## config.mk

```make
export PLATFORM = sky130hd
export DESIGN_NAME = ehl_clock_div_ctrl
export DESIGN_NICKNAME = d
export VERILOG_FILES = /design/src/rtl/ehl_clock_div_ctrl.sv
export SDC_FILE = /design/constraint.sdc
export NUM_CORES = 1
export LEC_CHECK = 0
export ABC_CLOCK_PERIOD_IN_PS = 2100
export BUFFER_PORTS_ARGS = -buffer_cell sky130_fd_sc_hd__buf_2
export CAP_MARGIN = 20
export CORE_MARGIN = 5
export CORE_UTILIZATION = 53
export CTS_BUF_LIST = sky130_fd_sc_hd__clkbuf_8
export CTS_CLUSTER_DIAMETER = 40
export DETAILED_ROUTE_END_ITERATION = 12
export HOLD_SLACK_MARGIN = 0.1
export PLACE_DENSITY = 0.83
export SLEW_MARGIN = 20
export SYNTH_ARGS = -nofsm -noshare
export SYNTH_HDL_FRONTEND = slang
export SYNTH_SLANG_ARGS = --single-unit
export TNS_END_PERCENT = 5
```

## constraint.sdc

```tcl
create_clock -name clk_in -period 2.1 [get_ports clk_in]
set_clock_uncertainty 0.2 [all_clocks]
set_input_delay 0.42 -clock clk_in [delete_from_list [all_inputs] [get_ports clk_in]]
set_output_delay 0.42 -clock clk_in [all_outputs]
set_load 0.1 [all_outputs]
```

## src/rtl/ehl_clock_div_ctrl.sv

```systemverilog
// Glitch-free programmable clock divider: clk_out toggles every cur_div+1 clk_in cycles.
// Ratio changes wait for clk_out low, gate it for GAP_CYCLES, then restart at the new value.
module ehl_clock_div_ctrl #(
  parameter int DIV_W      = 8,
  parameter int DIV_INIT   = 1,
  parameter int GAP_CYCLES = 2
) (
  input  logic             clk_in,
  input  logic             reset_n,
  input  logic             req_valid,
  input  logic [DIV_W-1:0] req_div,
  output logic             req_ready,
  output logic             clk_out,
  output logic [DIV_W-1:0] cur_div,
  output logic             busy,
  output logic             done
);

  typedef enum logic [1:0] {IDLE, WAIT_LOW, GATED} state_t;

  localparam logic [DIV_W-1:0] DIV_RST  = DIV_W'(DIV_INIT);
  localparam logic [3:0]       GAP_LAST = 4'(GAP_CYCLES - 1);

  state_t           state, state_nxt;
  logic [DIV_W-1:0] cnt, cnt_nxt;
  logic [DIV_W-1:0] pending, pending_nxt;
  logic [DIV_W-1:0] cur_div_nxt;
  logic [3:0]       gap_cnt, gap_nxt;
  logic             clk_out_nxt, done_nxt;
  logic             handshake, wrap, run_clk;
  logic [DIV_W-1:0] run_cnt;

  assign req_ready = (state == IDLE) && reset_n;
  assign busy      = (state != IDLE);
  assign handshake = req_valid && req_ready;

  // Free-running half-period counter values, used whenever the divider is not gated.
  assign wrap    = (cnt == cur_div);
  assign run_cnt = wrap ? '0 : cnt + DIV_W'(1);
  assign run_clk = wrap ? ~clk_out : clk_out;

  always_comb begin
    state_nxt   = state;
    cnt_nxt     = cnt;
    clk_out_nxt = clk_out;
    cur_div_nxt = cur_div;
    pending_nxt = pending;
    gap_nxt     = gap_cnt;
    done_nxt    = 1'b0;
    unique case (state)
      IDLE: begin
        if (handshake) begin
          pending_nxt = req_div;
          if (clk_out) begin
            state_nxt   = WAIT_LOW;
            cnt_nxt     = run_cnt;
            clk_out_nxt = run_clk;
          end else begin
            // Already low: freeze here so clk_out cannot rise into the gate.
            state_nxt = GATED;
            gap_nxt   = '0;
          end
        end else begin
          cnt_nxt     = run_cnt;
          clk_out_nxt = run_clk;
        end
      end
      WAIT_LOW: begin
        cnt_nxt     = run_cnt;
        clk_out_nxt = run_clk;
        if (wrap && clk_out) begin
          state_nxt = GATED;
          gap_nxt   = '0;
        end
      end
      GATED: begin
        if (gap_cnt == GAP_LAST) begin
          state_nxt   = IDLE;
          cur_div_nxt = pending;
          cnt_nxt     = '0;
          done_nxt    = 1'b1;
        end else begin
          gap_nxt = gap_cnt + 4'd1;
        end
      end
      default: state_nxt = IDLE;
    endcase
  end

  always_ff @(posedge clk_in) begin
    if (!reset_n) begin
      state   <= IDLE;
      cnt     <= '0;
      clk_out <= 1'b0;
      cur_div <= DIV_RST;
      pending <= DIV_RST;
      gap_cnt <= '0;
      done    <= 1'b0;
    end else begin
      state   <= state_nxt;
      cnt     <= cnt_nxt;
      clk_out <= clk_out_nxt;
      cur_div <= cur_div_nxt;
      pending <= pending_nxt;
      gap_cnt <= gap_nxt;
      done    <= done_nxt;
    end
  end

endmodule

```

; ---- Word-level counts from Yosys, hierarchy flattened
; Cells that the tools add are included.
[totals]
regBits = 32
in_bits = 11
elab_cells = 53
[classes]
addsub = 2
n_eq_ne = 10
n_mux = 20
n_bitwise = 1
reduce_logical = 13
[op_table]
columns = op, count
row1 = $mux W8, 4
row2 = $pmux W8 S3, 1
row3 = $mux W4, 4
row4 = $pmux W4 S3, 1
row5 = $ne A2 B2 Y1 const B, 5
row6 = $add A8 B1 Y8 const B, 1
row7 = $eq A8 B8 Y1, 1
row8 = $mux W2, 4
row9 = $pmux W2 S3, 1
row10 = $reduce_and A2 Y1, 3
row11 = $reduce_and A3 Y1, 2
row12 = $reduce_and A5 Y1, 1
row13 = $add A4 B1 Y4 const B, 1
row14 = $eq A4 B1 Y1 const B, 1
row15 = $mux W1, 4
row16 = $reduce_bool A2 Y1, 2
row17 = $logic_and A1 B1 Y1, 3
row18 = $ne A3 B3 Y1 const B, 1
row19 = $reduce_bool A3 Y1, 1
row20 = $eq A2 B1 Y1 const B, 1
row21 = $eq A2 B2 Y1 const B, 1
row22 = $logic_not A2 Y1, 1
row23 = $pmux W1 S2, 1
row24 = $not A1 Y1, 1

; ---- Depth between registers and ports, before layout
; Gate-level depths: netlist of the first run.
[logic_depth]
depth_word = 5
depth_mapped = 10
depth_no_buf = 10

; ---- Worst setup path before layout of the first run
; Ideal clock, no wire load.
[synth_path]
kind = register to register
start = register cur_div[5]
end = register gap_cnt[1]
setup_time_ns = 0.118
arrival_ns = 2.413
t_required_ns = 1.782
slack_ns = -0.631
path_stages_with_launch = 11
cell_sequence = dfxtp_1 > xor2_1 > nor4_4 > nand3_1 > inv_1 > ha_1 > inv_1 > o21ai_0 > o21ai_1 > o21ai_1 > a21boi_1
[synth_via]
elab_chain_cells = 4
[synth_lines]
columns = element, line_no
row1 = "start, declared", 14  ; output logic [DIV_W-1:0] cur_div,
row2 = "start signal, assigned", 103  ; cur_div <= cur_div_nxt;
row3 = $eq A8 B8 Y1, 38  ; assign wrap = (cnt == cur_div);
row4 = $logic_and A1 B1 Y1, 71  ; if (wrap && clk_out) begin
row5 = $ne A2 B2 Y1 (no source line), --
row6 = $reduce_and A5 Y1 (no source line), --
row7 = "end signal, assigned", 105  ; gap_cnt <= gap_nxt;
row8 = "end, declared", 28  ; logic [3:0] gap_cnt, gap_nxt;
; No other way between the ends.
; A chain may end at the register's enable or synchronous reset.

; ---- Worst setup path after layout of the first run
[layout_path]
start = register cur_div[4]
end = register gap_cnt[1]
; The elaborated chain is that of the path after synthesis.

==> key figures, run 1 <==
Timing
  • Fin. Hold Viols: 0
  • Slew @ Worst Pin: 0.4960 ns
  • Fmax: 0.4853 GHz
  • Setup violators final: 0
  • Max_slew headroom: 67.16%
  • RSZ-0062 raised after global routing: true
  • Final Critical Period: 2.061 ns
  • Final worst-path cycle share: 98.13%
  • Final Worst Setup Slack: 0.03930 ns
  • Setup total negative slack: 0 ns
  • Final max-slew violation count: 0

Logic synthesis
  • Share of the synthesized area in the top cell type: 40.83%
  • Post-synth top flop: dfxtp_1
  • EDFF count, synth: 0
  • Sequential area share after synthesis: 40.83%
  • Leading area contributor after synthesis: dfxtp_1
  • Synthesis-stage register bit count: 32
  • Asr flop ratio synth: 0%
  • Warnings, synthesis: 0
  • Syn_area_per_cell: 8.574 sq um
  • Area of the mapped netlist: 1569 sq um
  • Synth Net Count: 199
  • Synth top area cells: dfxtp_1, nand2_1, o21ai_1, a21boi_1, xor2_1
  • Netlist cell types: 38
  • Syn Inst Count: 183

Global routing
  • Met2 Track Usage GR: 31.57%
  • GRT Overall Usage: 18.15%
  • Number of global-route vias before repair: 1,343
  • Gr ovfl total: 0
  • Initial antenna violation count: 0
  • M3 GR Usage: 5.354%
  • GRT met1 Usage: 19.02%
  • Busiest grt layer: met2
  • Largest net degree at the start of global routing: 19
  • First-pass GRT wire length: 5.754 mm

Worst hold path
  • Hold Crit Start: req_div[7]
  • Worst hold path type: in2reg

Route
  • DRC Markers: 0
  • Routed vias: 1,383
  • Routed Antenna Nets: 0
  • Total iterations of the first detailed-routing run: 4
  • Avg WL per Cell: 14.23 um
  • Initial drt markers: 60
  • Via density: 5.668
  • Routed WL: 3.471 mm

Power
  • Power Dens Cells: 1100 nW/um^2
  • P_leak: 0.8750 nW
  • Peak supply drop: 0.0007120 V

Critical path
  • Crit. End Element: register
  • Worst EP required: 2.08 ns
  • Setup crit start: cur_div[4]
  • Max FO, Critical Path: 3
  • Startpoint types: register
  • R2r startpoint: cur_div[4]
  • WS Path Type: reg2reg
  • Worst Path Arrival: 2.04 ns

Clocking
  • Num Clock Sinks: 32
  • CTS Buffer Depth: 2
  • # hold bufs at CTS: 0
  • CTS clock-pin slew for the worst setup and hold paths: 0.07 ns
  • CTS buffer count: 5
  • Later-pin clock latency in the skew report: 0.28 ns
  • H-tree depth: 2
  • CTS tree: yes
  • CTS root buf: clkbuf_8

Layout
  • Synth-to-Final Area Change: 18.98%
  • Antenna diodes: 0
  • Footprint of the multi-input gates: 875.8 sq um
  • Commonest non-fill, non-tap cell in the layout: nand2_1
  • Share of cells above drive strength 1: 26.29%
  • Final net count: 228
  • Fill cells: 228
  • Commonest non-fill, non-tap cells in the layout: nand2_1, dfxtp_1, buf_2
  • Sequential cell area: 659.4 sq um

Run
  • Maxcap violations: 0

Place
  • Worst slack, placed: -0.07068 ns
  • Placer Congestion: 0.7918
  • Hpwl dp: 2.549 mm
  • PortBufs: 22

Floorplanning
  • Initial Util: 55.93%
  • Top Ports: 23
  • Die width: 64.41 um
  • Die height: 64.41 um
  • Core box area: 2805 sq um
  • DIE AREA: 4149 sq um
  • Cell row count: 19

Status
  • Outcome: finished clean
report_power, final:
| part | switching (mW) | internal [mW] | leakage (nW) |
|---|---|---|---|
| Combinational | 0.532 | 0.273 | 0.556 |
| Sequential | 0.0936 | 0.679 | 0.265 |
| Clock | 0.219 | 0.257 | 0.0538 |
| Total | 0.844 | 1.21 | 0.875 |
registers in the layout (all words and copies together) (netlist names):
name,count
done,1
state,2
pending,8
gap_cnt,4
cnt,8
clk_out,1
cur_div,8
final timing paths:
check / endpoint / slack, ns / cells after the start
max: gap_cnt[1] / 0.04 / 10
min: pending[7] / 0.14 / 3
max reg2reg: gap_cnt[1] / 0.04 / 10
min reg2reg: cur_div[1] / 0.25 / 2
synthesized netlist by cell type (all sizes together) (3+ instances only):
cell and number:
nand2 37, dfxtp 32, o21ai 19, nor2 12
a21boi 10, xor2 8, and3 7, a22o 6
inv 6, nor2b 6, buf 5, ha 5
nand3 4, nor3b 3
cell families after synthesis:
group | share of synthesized area (%)
AND/OR/NAND/NOR | 25.68
flip-flops | 40.83
XOR/XNOR | 4.466
AO/OA/AOI/OAI | 21.13
adder cells (fa/ha/maj) | 3.987
buffers and inverters | 3.908
critical path, stage by stage (launching register included):
cell and delay (ns):
dfxtp_2 0.34, xor2_1 0.19, nor4_4 0.32, nand3_1 0.13
inv_1 0.07, ha_1 0.15, inv_1 0.06, o21ai_2 0.14
o21ai_2 0.09, o21ai_1 0.16, a21boi_1 0.09
final cells by class:
type	instances	share of cell area, %
Tap cell	31	2.078
Timing Repair Buffer	29	9.651
Clock inverter	2	0.4021
Sequential cell	32	35.32
Clock buffer	6	4.424
Multi-Input combinational cell	138	46.92
Inverter	6	1.206
what timing repair did:
item / CTS / global route
hold endpoints to repair: 0 / 0
endpoints found under the setup margin: 2 / 5
pin swaps: 0 / 4
resized for setup: 1 / 4
buffers inserted: 0 / 1
through the flow:
| stage | power (mW) | std cells | area, sq um | utilization, % | hold WS, ns |
|---|---|---|---|---|---|
| detailed placement | 1.565 | 235 | 1758 | 62.67 | 0.2417 |
| CTS | 2.038 | 243 | 1848 | 65.88 | 0.1373 |
| floorplan | 1.382 | 183 | 1588 | - | 0.2207 |
| global route | 2.182 | 244 | 1867 | 66.55 | 0.1365 |
| finish | 2.054 | 244 | 1867 | 66.55 | 0.1392 |
| global placement | 1.536 | 235 | 1758 | 62.67 | 0.2296 |
layer usage:
metal  part of all wire, %  wire length [um]  vias to the layer above
li1                      -                 -                      688
met1                    43              1507                      655
met2                    49              1711                       32
met3                   4.8               168                        8
met4                   2.4                84                        0
met5                     0                 0                        -
Power figures use the tool's default switching activity.
==> inputs of run 2 (changes only) <==
- ABC_AREA: default -> 1
- CORE_MARGIN: 5 -> default
- REMOVE_ABC_BUFFERS: default -> 1
==> key figures, run 2 <==
Status
  • Outcome: finished clean

Clocking
  • CTS buffer count: 5 (unchanged)
  • CTS Buffer Depth: 2 (unchanged)
  • CTS root buf: clkbuf_8
  • CTS tree: yes
  • Num Clock Sinks: 32 (unchanged)
  • Setup bufs post-CTS: 0 (unchanged)
  • H-tree depth: 2 (unchanged)
  • Later-pin clock latency in the skew report: 0.28 ns (about the same)
  • CTS clock-pin slew for the worst setup and hold paths: 0.06 ns (about the same)

Layout
  • Share of cells above drive strength 1: 17.65% (-8.6 points)
  • Regs by FF count: cnt: 8 flops, cur_div: 8 flops, pending: 8 flops
  • Fill cells: 241 (+5.7%)
  • Antenna diodes: 0 (unchanged)
  • Core Util, Final: 66.34% (-0.21 points)
  • Fin cells: 286 (+17%)
  • Commonest non-fill, non-tap cell in the layout: nand2_1
  • Commonest non-fill, non-tap cells in the layout: nand2_1, inv_1, dfxtp_1
  • Synth-to-Final Area Change: 16.01%
  • Final net count: 270 (+18%)

Timing
  • Setup violators final: 0 (unchanged)
  • Slew @ Worst Pin: 0.4881 ns (-0.007889 ns)
  • Final Critical Period: 1.912 ns (-0.1491 ns)
  • RSZ-0062 raised after global routing: false
  • Worst Hold Slack: 0.1609 ns (+0.02170 ns)
  • Fin. Hold Viols: 0 (unchanged)
  • Final max-slew violation count: 0 (unchanged)
  • Max_slew headroom: 67.69% (+0.52 points)
  • Fmax: 0.5231 GHz (+7.8%)
  • Final worst-path cycle share: 91.03% (-7.1 points)
  • Setup total negative slack: 0 ns (unchanged)

Critical path
  • Setup crit start: state[1]
  • Worst Path Arrival: 1.29 ns (-0.75 ns)
  • CP max-delay cell: dfxtp_1
  • Max FO, Critical Path: 6 (+3)
  • Worst EP required: 1.48 ns (-0.60 ns)
  • Startpoint types: register
  • Reg2Reg Setup Slack: 0.24 ns (+0.20 ns)
  • R2r startpoint: cnt[1]
  • Critical path's largest stage delay: 0.43 ns (+0.09 ns)
  • Crit path cell chain: inv_1 > nand2_1 > buf_2
  • R2R cell count: 13 (+3)
  • WS Path Type: reg2out
  • Crit. End Element: output port

Route
  • Via density: 5.129 (-9.5%)
  • Routed Antenna Nets: 0 (unchanged)
  • Routed WL: 3.158 mm (-9.0%)
  • Avg WL per Cell: 11.04 um (-22%)
  • DRC Markers: 0 (unchanged)
  • Routed vias: 1,467 (+6.1%)
  • Initial drt markers: 68 (+13%)
  • Total iterations of the first detailed-routing run: 4 (unchanged)

Logic synthesis
  • Count leader, synth: nand2_1
  • Syn_area_per_cell: 7.190 sq um (-16%)
  • Post-synth top flop: dfxtp_1
  • Area of the mapped netlist: 1618 sq um (+3.1%)
  • Sequential area share after synthesis: 39.60% (-1.2 points)
  • Netlist cell types: 28 (-26%)
  • EDFF count, synth: 0 (unchanged)
  • Synth top area cells: dfxtp_1, nand2_1, a21oi_1, inv_1, o21ai_0
  • Synthesis-stage register bit count: 32 (unchanged)
  • Share of the synthesized area in the top cell type: 39.60% (-1.2 points)
  • Syn Inst Count: 225 (+23%)
  • Asr flop ratio synth: 0% (unchanged)
  • Warnings, synthesis: 0 (unchanged)
  • Leading area contributor after synthesis: dfxtp_1
  • Post-synth top cells: nand2_1, inv_1, dfxtp_1, a21oi_1, nor2_1

Floorplanning
  • DIE AREA: 3278 sq um (-21%)
  • Core box area: 2829 sq um (+0.85%)
  • Die height: 57.25 um (-11%)
  • Initial Util: 57.19% (+1.3 points)
  • Top Ports: 23 (unchanged)
  • Cell row count: 19 (unchanged)
  • Die width: 57.25 um (-11%)

Global routing
  • Largest net degree at the start of global routing: 19 (unchanged)
  • Met2 Track Usage GR: 37.82% (+6.2 points)
  • Initial antenna violation count: 0 (unchanged)
  • Number of global-route vias before repair: 1,346 (+0.22%)
  • GRT Overall Usage: 22.42% (+4.3 points)
  • GRT met1 Usage: 27.40% (+8.4 points)
  • Busiest grt layer: met2
  • M3 GR Usage: 6.122% (+0.77 points)
  • Gr ovfl total: 0 (unchanged)
  • First-pass GRT wire length: 5.623 mm (-2.3%)

Power
  • Peak supply drop: 0.0008418 V (+18%)
  • Power Dens Cells: 1249 nW/um^2 (+13%)
  • Power after layout: 2.343 mW (+14%)
  • P_leak: 0.9013 nW (+3.0%)

Worst hold path
  • Worst Hold Depth: 3 (unchanged)
  • Hold Crit Start: req_div[0]
  • Worst hold path type: in2reg

Place
  • Placer Congestion: 0.7869 (-0.62%)
  • PortBufs: 22 (unchanged)
  • Placed Cells: 278 (+18%)
  • Hpwl dp: 2.305 mm (-9.6%)

Run
  • Maxcap violations: 0 (unchanged)
## run 2: changes by cell type after synthesis, sizes merged, moves of 5 or more
cell | previous run | this run
a21boi | 10 | 0
a21oi | 2 | 25
a22o | 6 | 0
and3 | 7 | 0
inv | 6 | 34
nand2 | 37 | 48
nand3 | 4 | 11
nor2 | 12 | 28
nor2b | 6 | 0
o21ai | 19 | 24
xnor2 | 0 | 5
xor2 | 8 | 1
## run 2: logic make-up after synthesis
kind of cell / synth area share (%)
AOI/OAI and AO/OA: 16.32
xor gates and xnor gates: 3.248
adders and majority gates: 3.867
buffers and inverters: 10.44
DFF: 39.60
and+or+nand+nor: 26.53
## run 2: worst paths after layout
check	end
max	busy
min	pending[0]
max reg2reg	gap_cnt[1]
min reg2reg	pending[6]
## run 2: layer usage
metal / part of all wire, % / vias up
li1: - / 773
met1: 47 / 654
met2: 47 / 36
met3: 4.2 / 4
met4: 1.2 / 0
met5: 0 / -
## run 2: report_power, final
group | total, mW | internal (mW) | leakage (nW) | switching [mW]
clock | 0.469 | 0.257 | 0.0538 | 0.212
sequential | 0.801 | 0.710 | 0.261 | 0.0912
combinational | 1.07 | 0.307 | 0.586 | 0.767
## run 2: layout make-up
cell class / instances / area (sq um) / share of cell area (%)
Clock buffer: 6 / 82.58 / 4.400
Clock inverter: 2 / 7.507 / 0.4000
Inverter: 35 / 133.9 / 7.133
Multi-Input combinational cell: 153 / 808.3 / 43.07
Sequential cell: 32 / 643.1 / 34.27
Tap cell: 31 / 38.79 / 2.067
Timing Repair Buffer: 27 / 162.7 / 8.667
## run 2: timing repair
action	in CTS	in global routing
setup endpoints to repair	0	2
hold buffers	0	0
resized for setup	0	2
## run 2: per-stage QoR
| stage | cell area (sq um) | worst slack, ns |
|---|---|---|
| 2_1_floorplan | 1583 | -0.9868 |
| 3_3_place_gp | 1784 | 0.2727 |
| 3_5_place_dp | 1784 | 0.2035 |
| 4_1_cts | 1874 | 0.1815 |
| 5_1_grt | 1877 | 0.04746 |
| 6_report | 1877 | 0.1884 |
## run 2: worst max-delay path, delay by kind of cell, from the launching register on
kind	cells	cell delay (ns)
buffers and inverters	2	0.50
DFF	1	0.43
and+or+nand+nor	1	0.07
==> inputs of run 3 (changes only) <==
- CORE_ASPECT_RATIO: default -> 1.4
- SKIP_CTS_REPAIR_TIMING: default -> 1
==> key figures, run 3 (synthesis results as in run 2) <==
Status
  • Outcome: finished clean

Route
  • Avg WL per Cell: 11.40 um (+3.2%)
  • DRC Markers: 0 (unchanged)
  • Via density: 5.119 (-0.19%)
  • Total iterations of the first detailed-routing run: 5 (+1)
  • Routed Antenna Nets: 0 (unchanged)
  • Initial drt markers: 68 (unchanged)
  • Routed WL: 3.339 mm (+5.7%)
  • Routed vias: 1,500 (+2.2%)

Critical path
  • CP max-delay cell: buf_2
  • Crit path cell chain: inv_1 > nand2_1 > buf_2
  • Worst EP required: 1.48 ns (about the same)
  • Max FO, Critical Path: 6 (unchanged)
  • Worst Path Arrival: 1.30 ns (about the same)
  • Critical path's largest stage delay: 0.42 ns (about the same)
  • R2r startpoint: cnt[0]
  • Crit. End Element: output port
  • Startpoint types: register
  • WS Path Type: reg2out
  • Setup crit start: state[1]

Layout
  • Fin cells: 293 (+2.4%)
  • Synth-to-Final Area Change: 17.87%
  • Share of cells above drive strength 1: 17.58% (-0.069 points)
  • Regs by FF count: cnt: 8 flops, cur_div: 8 flops, pending: 8 flops
  • Final net count: 271 (+0.37%)
  • Antenna diodes: 0 (unchanged)
  • Commonest non-fill, non-tap cells in the layout: nand2_1, inv_1, dfxtp_1
  • Commonest non-fill, non-tap cell in the layout: nand2_1

Timing
  • Setup total negative slack: 0 ns (unchanged)
  • Final worst-path cycle share: 91.32% (+0.29 points)
  • Max_slew headroom: 67.86% (+0.18 points)
  • Slew @ Worst Pin: 0.4854 ns (-0.002690 ns)
  • RSZ-0062 raised after global routing: false
  • Fmax: 0.5215 GHz (-0.32%)
  • Fin. Hold Viols: 0 (unchanged)
  • Setup violators final: 0 (unchanged)
  • Final Critical Period: 1.918 ns (+0.006152 ns)
  • Final max-slew violation count: 0 (unchanged)

Global routing
  • Largest net degree at the start of global routing: 19 (unchanged)
  • GRT Overall Usage: 22.70% (+0.28 points)
  • Gr ovfl total: 0 (unchanged)
  • Initial antenna violation count: 0 (unchanged)
  • Number of global-route vias before repair: 1,301 (-3.3%)
  • First-pass GRT wire length: 5.499 mm (-2.2%)

Clocking
  • CTS clock-pin slew for the worst setup and hold paths: 0.07 ns (about the same)
  • CTS buffer count: 5 (unchanged)
  • CTS Buffer Depth: 2 (unchanged)
  • Num Clock Sinks: 32 (unchanged)
  • H-tree depth: 2 (unchanged)
  • CTS root buf: clkbuf_8
  • CTS tree: yes
  • Later-pin clock latency in the skew report: 0.29 ns (about the same)

Power
  • Peak supply drop: 0.0007932 V (-5.8%)
  • Power Dens Cells: 1284 nW/um^2 (+2.8%)
  • Power after layout: 2.448 mW (+4.5%)
  • P_leak: 0.9109 nW (+1.1%)

Floorplanning
  • Top Ports: 23 (unchanged)
  • Core box area: 2878 sq um (+1.7%)
  • DIE AREA: 3281 sq um (about the same)
  • Die height: 67.37 um (+18%)
  • Cell row count: 23 (+4)
  • Die width: 48.70 um (-15%)
  • Initial Util: 56.22% (-0.97 points)

Worst hold path
  • Hold Crit Start: req_div[0]
  • Worst hold path type: in2reg

Place
  • Placer Congestion: 0.8713 (+11%)
  • Placed Cells: 285 (+2.5%)
  • PortBufs: 22 (unchanged)
  • Hpwl dp: 2.457 mm (+6.6%)

Run
  • Maxcap violations: 0 (unchanged)
==> run 3: changes by cell type in the layout (fill, tap and decap cells not counted), sizes merged <==
cell    before  now
bufinv       0    1
inv         36   35
clkbuf       6    5
buf         27   28
clkinv       1    2
==> run 3: area by class of cell <==
cell class              count  area, sq um
multi-input cells         153        808.3
clock inverters             3        38.79
fillers                   263        970.9
clock buffers               5        68.82
repair buffers             28        170.2
well taps                  37        46.29
flip-flops and latches     32        640.6
inverters                  35        133.9
==> run 3: worst paths after layout <==
path                                    to  slack (ns)  cells past startpoint
worst max-delay path                  busy        0.18                      3
worst min-delay path            pending[0]        0.15                      3
worst max register to register  gap_cnt[0]        0.22                     13
worst min register to register  pending[4]        0.25                      2
==> run 3: through the flow <==
step	worst slack (ns)	hold slack, ns	area [sq um]	utilization, %
after floorplan	-0.9868	0.2291	1583	-
after global placement	0.2822	0.2381	1799	62.52
after detailed placement	0.2196	0.2435	1799	62.52
after CTS	0.1749	0.1527	1907	66.26
after global routing	0.02826	0.1647	1907	66.26
final	0.1823	0.1496	1907	66.26
==> run 3: routing by layer <==
layer  track usage (%)  routed length, um
met5                 0                  0
met4             12.13                102
met3             6.757                143
met2             39.93               1698
met1             24.62               1395
==> run 3: power by group <==
group	switching [mW]	total, mW	internal, mW	leakage [nW]
logic	0.767	1.07	0.305	0.591
registers	0.0912	0.799	0.708	0.261
clock network	0.230	0.576	0.347	0.0593
==> run 3: critical path, delay by kind of cell (launching register included) <==
| family | cells | cell delay (ns) |
|---|---|---|
| buffers and inverters | 2 | 0.51 |
| DFF | 1 | 0.41 |
| and+or+nand+nor | 1 | 0.08 |
